<file path="config.mk">
export PLATFORM = sky130hd
export DESIGN_NAME = sram_arbiter_flat
export DESIGN_NICKNAME = d
export VERILOG_FILES = /design/src/rtl/sram_arbiter_if.sv /design/src/rtl/sram_arbiter.sv /design/src/flat_wrapper.sv
export SDC_FILE = /design/constraint.sdc
export NUM_CORES = 1
export LEC_CHECK = 0
export ABC_AREA = 1
export CAP_MARGIN = 40
export CORE_AREA = 2 2 88 90
export CTS_CLUSTER_SIZE = 28
export DETAILED_ROUTE_END_ITERATION = 10
export DIE_AREA = 0 0 90 92
export DONT_BUFFER_PORTS = 1
export SYNTH_ARGS = -nofsm -noshare
export SYNTH_HDL_FRONTEND = slang
export SYNTH_SLANG_ARGS = --single-unit
</file>
<file path="constraint.sdc">
create_clock -name clk -period 1 [get_ports clk]
set_clock_uncertainty 0.05 [all_clocks]
set_input_delay 0.15 -clock clk [delete_from_list [all_inputs] [get_ports clk]]
set_output_delay 0.15 -clock clk [all_outputs]
set_load 0.02 [all_outputs]
</file>
<file path="src/rtl/sram_arbiter_if.sv">
// Bundle of the instruction port, the data port and the single-port SRAM
// signals shared by the arbiter (slave) and its requesters/memory (master).
interface sram_arbiter_if #(
  parameter int ADDR_WIDTH = 16
);
  logic                  i_req;
  logic [ADDR_WIDTH-1:0] i_addr;
  logic                  i_gnt;
  logic                  i_rvalid;
  logic [31:0]           i_rdata;

  logic                  d_req;
  logic [3:0]            d_we;
  logic [ADDR_WIDTH-1:0] d_addr;
  logic [31:0]           d_wdata;
  logic                  d_gnt;
  logic                  d_rvalid;
  logic [31:0]           d_rdata;

  logic                  sram_en;
  logic [3:0]            sram_we;
  logic [ADDR_WIDTH-1:0] sram_addr;
  logic [31:0]           sram_wdata;
  logic [31:0]           sram_rdata;

  modport slave (
    input  i_req, i_addr, d_req, d_we, d_addr, d_wdata, sram_rdata,
    output i_gnt, i_rvalid, i_rdata, d_gnt, d_rvalid, d_rdata,
    output sram_en, sram_we, sram_addr, sram_wdata
  );

  modport master (
    output i_req, i_addr, d_req, d_we, d_addr, d_wdata, sram_rdata,
    input  i_gnt, i_rvalid, i_rdata, d_gnt, d_rvalid, d_rdata,
    input  sram_en, sram_we, sram_addr, sram_wdata
  );
endinterface

</file>
<file path="src/rtl/sram_arbiter.sv">
// Round-robin arbiter sharing one single-port SRAM between an instruction
// read port and a data read/write port; one access per cycle, 1-cycle response.
module sram_arbiter #(
  parameter int ADDR_WIDTH = 16
) (
  input  logic           clk,
  input  logic           resetn,
  sram_arbiter_if.slave  bus
);

  typedef enum logic [1:0] {
    OWN_NONE,
    OWN_INST,
    OWN_DATA
  } owner_t;

  typedef enum logic {
    LAST_INST,
    LAST_DATA
  } last_t;

  last_t                 last_p0;
  owner_t                owner_p1;
  logic                  gnt_i_p0;
  logic                  gnt_d_p0;
  logic [ADDR_WIDTH-1:0] addr_p0;
  logic [3:0]            we_p0;
  logic [31:0]           wdata_p0;

  // Stage 0: combinational grant in the request cycle. Gating with resetn
  // keeps every output at zero while reset is held.
  always_comb begin
    gnt_d_p0 = resetn && bus.d_req && (!bus.i_req || (last_p0 == LAST_INST));
    gnt_i_p0 = resetn && bus.i_req && !gnt_d_p0;
    addr_p0  = '0;
    we_p0    = '0;
    wdata_p0 = '0;
    if (gnt_d_p0) begin
      addr_p0  = bus.d_addr;
      we_p0    = bus.d_we;
      wdata_p0 = bus.d_wdata;
    end else if (gnt_i_p0) begin
      addr_p0  = bus.i_addr;
    end
  end

  assign bus.i_gnt      = gnt_i_p0;
  assign bus.d_gnt      = gnt_d_p0;
  assign bus.sram_en    = gnt_i_p0 | gnt_d_p0;
  assign bus.sram_addr  = addr_p0;
  assign bus.sram_we    = we_p0;
  assign bus.sram_wdata = wdata_p0;

  always_ff @(posedge clk or negedge resetn) begin
    if (!resetn) begin
      last_p0  <= LAST_INST;
      owner_p1 <= OWN_NONE;
    end else begin
      if (gnt_d_p0) begin
        owner_p1 <= OWN_DATA;
        last_p0  <= LAST_DATA;
      end else if (gnt_i_p0) begin
        owner_p1 <= OWN_INST;
        last_p0  <= LAST_INST;
      end else begin
        owner_p1 <= OWN_NONE;
      end
    end
  end

  // Stage 1: response cycle; a data write still pulses d_rvalid as its ack.
  assign bus.i_rvalid = (owner_p1 == OWN_INST);
  assign bus.d_rvalid = (owner_p1 == OWN_DATA);
  assign bus.i_rdata  = (owner_p1 == OWN_INST) ? bus.sram_rdata : 32'h0;
  assign bus.d_rdata  = (owner_p1 == OWN_DATA) ? bus.sram_rdata : 32'h0;

endmodule

</file>
<file path="src/flat_wrapper.sv">
// flat-port wrapper written by rule: the top's interface ports become plain ports
module sram_arbiter_flat 
#(
  parameter int ADDR_WIDTH = 16
)
  (clk, resetn, bus_i_req, bus_i_addr, bus_d_req, bus_d_we, bus_d_addr, bus_d_wdata, bus_sram_rdata, bus_i_gnt, bus_i_rvalid, bus_i_rdata, bus_d_gnt, bus_d_rvalid, bus_d_rdata, bus_sram_en, bus_sram_we, bus_sram_addr, bus_sram_wdata);
  sram_arbiter_if #(.ADDR_WIDTH(ADDR_WIDTH)) bus_i ();
  input  logic clk;
  input  logic resetn;
  input wire logic [$bits(bus_i.i_req)-1:0] bus_i_req;
  input wire logic [$bits(bus_i.i_addr)-1:0] bus_i_addr;
  input wire logic [$bits(bus_i.d_req)-1:0] bus_d_req;
  input wire logic [$bits(bus_i.d_we)-1:0] bus_d_we;
  input wire logic [$bits(bus_i.d_addr)-1:0] bus_d_addr;
  input wire logic [$bits(bus_i.d_wdata)-1:0] bus_d_wdata;
  input wire logic [$bits(bus_i.sram_rdata)-1:0] bus_sram_rdata;
  output wire logic [$bits(bus_i.i_gnt)-1:0] bus_i_gnt;
  output wire logic [$bits(bus_i.i_rvalid)-1:0] bus_i_rvalid;
  output wire logic [$bits(bus_i.i_rdata)-1:0] bus_i_rdata;
  output wire logic [$bits(bus_i.d_gnt)-1:0] bus_d_gnt;
  output wire logic [$bits(bus_i.d_rvalid)-1:0] bus_d_rvalid;
  output wire logic [$bits(bus_i.d_rdata)-1:0] bus_d_rdata;
  output wire logic [$bits(bus_i.sram_en)-1:0] bus_sram_en;
  output wire logic [$bits(bus_i.sram_we)-1:0] bus_sram_we;
  output wire logic [$bits(bus_i.sram_addr)-1:0] bus_sram_addr;
  output wire logic [$bits(bus_i.sram_wdata)-1:0] bus_sram_wdata;
  assign bus_i.i_req = bus_i_req;
  assign bus_i.i_addr = bus_i_addr;
  assign bus_i.d_req = bus_d_req;
  assign bus_i.d_we = bus_d_we;
  assign bus_i.d_addr = bus_d_addr;
  assign bus_i.d_wdata = bus_d_wdata;
  assign bus_i.sram_rdata = bus_sram_rdata;
  assign bus_i_gnt = bus_i.i_gnt;
  assign bus_i_rvalid = bus_i.i_rvalid;
  assign bus_i_rdata = bus_i.i_rdata;
  assign bus_d_gnt = bus_i.d_gnt;
  assign bus_d_rvalid = bus_i.d_rvalid;
  assign bus_d_rdata = bus_i.d_rdata;
  assign bus_sram_en = bus_i.sram_en;
  assign bus_sram_we = bus_i.sram_we;
  assign bus_sram_addr = bus_i.sram_addr;
  assign bus_sram_wdata = bus_i.sram_wdata;
  sram_arbiter #(.ADDR_WIDTH(ADDR_WIDTH)) u_core (.clk(clk), .resetn(resetn), .bus(bus_i));
endmodule
</file>
==> results <==
metal layers:
| metal | GRT usage | part of all wire |
|---|---|---|
| met1 | 0.113 | 0.35 |
| met2 | 0.217 | 0.53 |
| met3 | 0.0304 | 0.093 |
| met4 | 0.0359 | 0.022 |
| met5 | 0 | 0 |
placed cells by master (no fill, tap or decap), types with 2 or more instances in the layout:
cell / netlist / layout
sky130_fd_sc_hd__buf_8: 0 / 2
sky130_fd_sc_hd__buf_12: 0 / 7
sky130_fd_sc_hd__clkbuf_16: 0 / 6
sky130_fd_sc_hd__buf_16: 0 / 3
sky130_fd_sc_hd__inv_1: 72 / 69
sky130_fd_sc_hd__clkbuf_8: 0 / 3
sky130_fd_sc_hd__inv_2: 1 / 2
sky130_fd_sc_hd__dfrtp_1: 3 / 3
sky130_fd_sc_hd__nand3_2: 0 / 3
sky130_fd_sc_hd__nand2_2: 3 / 15
sky130_fd_sc_hd__buf_6: 4 / 29
sky130_fd_sc_hd__nand2_1: 36 / 16
sky130_fd_sc_hd__buf_4: 3 / 10
sky130_fd_sc_hd__nand3_1: 17 / 14
sky130_fd_sc_hd__nor2_4: 0 / 100
sky130_fd_sc_hd__nand2_4: 0 / 7
sky130_fd_sc_hd__nor2_1: 102 / 2
synth_stat cells (all sizes together):
library cell,instances,area share
a21oi,1,0.015
buf,12,0.085
inv,73,0.25
dfrtp,3,0.069
nand3,17,0.078
nor2,102,0.35
nand2,39,0.14
clkbuf,2,0.0069
or2,1,0.0057
worst min path at each step:
| stage | to | depth (start not counted) | slack (ps) |
|---|---|---|---|
| floorplan | u_core.last_p0 | 0 | -200 |
| global placement | u_core.owner_p1[1] | 0 | -200 |
| detailed placement | u_core.owner_p1[1] | 0 | -200 |
| CTS | u_core.owner_p1[0] | 3 | 130 |
| global route | u_core.owner_p1[0] | 3 | 150 |
| finish | u_core.owner_p1[0] | 3 | 130 |
layout make-up:
cell class | count | share of cell area
Tap cell | 102 | 0.0446
Multi-Input combinational cell | 160 | 0.528
Inverter | 73 | 0.100
Clock buffer | 4 | 0.0157
Sequential cell | 3 | 0.0262
Timing Repair Buffer | 58 | 0.285
cells by family (layout without fill, tap and decap cells):
logic type	count (synthesis)	after routing	synth area share
simple gates	159	159	0.574
compound gates	1	1	0.0149
flops	3	3	0.0686
buf+inv	87	135	0.342
registers in the layout, indices dropped and copies added, names as in the netlist:
name	cells
u_core.owner_p1	2
u_core.last_p0	1
what timing repair did:
item,CTS,global route
gates resized for setup,21,64
hold buffers,1,0
endpoints found under the setup margin,122,123
endpoints found under the hold margin,3,0
buffers inserted,13,0
pin swaps,12,19
gates cloned,2,7
report_power, final:
| group | internal [mW] | leakage (nW) | switching (mW) | total (mW) |
|---|---|---|---|---|
| clock | 0.273 | 0.0228 | 0.0916 | 0.365 |
| combinational | 0.507 | 1.26 | 0.907 | 1.41 |
| sequential | 0.132 | 0.0385 | 0.00606 | 0.138 |
metrics by stage:
step                total power [mW]  hold WS (ps)  TNS [ps]  setup WS [ps]
CTS                             1.74           129    -50820           -510
detailed placement              1.24          -195    -19390           -259
global route                    2.03           148    -58620           -583
floorplan                       1.09          -196    -17360           -211
finish                          1.92           130    -51440           -538
global placement                1.23          -195    -17710           -224
critical path: cells and delay by family (launching register included):
kind	cells	cell delay [ps]
and+or+nand+nor	2	450
DFF	1	390
buffers and inverters	2	280
==> PnR_summary.wiki <==
{| class="wikitable"
! Metric !! Value
|-
| Status || finished with violations
|-
| Failing checks || setup timing
|-
| Share of synthesized area occupied by flip-flops and latches || 0.0686
|-
| Level count of the clock H-tree || 1
|-
| First-pass GRT wire length || 7470 µm
|-
| Worst r2r path cells || 5
|-
| Overall track demand over capacity in global routing || 0.111
|-
| Final Hold Vio Count || 0
|-
| Hold Path Class || primary input to register
|-
| Final design instance area without fill || 0.00286 mm²
|-
| Antenna violation net count after detailed routing || 0
|-
| Post-synth design cell area || 0.00109 mm²
|-
| Final Max Tran Viols || 0
|-
| Worst path arrival time || 1340 ps
|-
| CTS Buf Count || 3
|-
| Average wire per cell in the routed design || about 15 µm
|-
| Standard-cell row count || 32
|-
| Worst-margin pin slew || 300 ps
|-
| Final setup violation count || approximately 120
|-
| Drt total wl || between 5000 and 6000 µm
|-
| Post-Syn Nets || 354
|-
| Diodes inserted || 0
|-
| Number of unique standard cell types used by synthesis || 13
|-
| Top-level port count || 225
|-
| Number of antenna violations at the first check in global routing || 0
|-
| Worst setup path class || register to output port
|-
| Number of global-route vias before repair || 1,474
|-
| Worst path required time || 800 ps
|-
| Number of cells produced by synthesis || 250
|-
| Setup repair after global routing missed its margin || true
|-
| Number of detailed-route iterations in the first pass || 4
|-
| Count of unresolved DRC violations after routing || 0
|-
| Highest achievable clock rate || 0.650 GHz
|-
| Register-to-register path setup slack || -80 ps
|-
| CTS tree || done
|-
| Clock sink count || 3
|-
| First DRT Iteration DRCs || 15
|-
| Worst Setup SP || u_core.owner_p1[0]
|-
| Final standard cell utilization of the core || 0.384
|-
| Sequential cell area in the final layout || 75.1 µm²
|-
| Post-layout worst setup margin || -538 ps
|-
| Gpl congestion || 0.750
|-
| Placed Instance Area || approximately 0.0022 mm²
|-
| Clock latency of the later-clocked register in the worst-skew pair || 220 ps
|-
| Crit path to || bus_d_rdata[1]
|-
| Gr ovfl total || 0
|-
| Horizontal die dimension || 90 µm
|-
| Origin of the worst min-delay path || resetn
|-
| Number of register bits inferred by synthesis || 3
|-
| Normalized max-slew margin || 0.800
|-
| Multi-input gate area in the final layout || ~0.0015 mm²
|-
| Initial Util || 0.147
|-
| Share of the cycle needed by the critical path after routing || 1.54
|-
| Core Area || 0.00745 mm²
|-
| Largest net degree at the start of global routing || 27
|-
| Detailed Place HPWL || approximately 4200 µm
|-
| Highest-delay cell along the critical path || sky130_fd_sc_hd__dfrtp_1
|-
| Synthesized area divided by synthesized cell count || 4.37 µm²
|-
| Register clock-pin slew on the reported worst setup and hold paths || 40 ps
|-
| Critical Path Start Type || register
|-
| Power per Cell Area || 670 mW/mm²
|-
| Maximum fanout encountered on the critical timing path || 8
|-
| Layout cell share with drive strength beyond 1 || 0.644
|-
| Static leakage power || 1.32 nW
|-
| Count of port buffers added during placement || 0
|-
| Fill cells || 703
|-
| Placed Instances || 373
|-
| Crit-path max cell delay || approximately 390 ps
|-
| Root buffer cell || sky130_fd_sc_hd__clkbuf_8
|-
| Worst R2R End || u_core.owner_p1[0]
|-
| Critical path capture point type || output port
|-
| Die Footprint || 0.00828 mm²
|-
| Count of yosys warnings during synthesis || 0
|-
| Worst-case vdd ir drop || 0.328 mV
|-
| Nets@finish || 403
|-
| Cell seen most often among critical-path stages || sky130_fd_sc_hd__buf_6
|-
| Total via count in the routed design || 1,671
|-
| R2r startpoint || u_core.last_p0
|-
| Worst-case clock buffer depth || 2
|-
| Ordered list of cells on the worst path || or2_4, buf_6, nor2_4, buf_6
|-
| Time the final worst path needs with I/O delays and setup || approximately 1500 ps
|-
| Number of vias per cell after detailed routing || roughly 4.2
|-
| Post-route non-filler standard cell count || 400
|-
| Relative area change from synthesis to final layout || 162%
|-
| Vertical extent of the die || 92 µm
|-
| Count of max-cap constraint violations || 0
|}
Power figures use the tool's default switching activity.
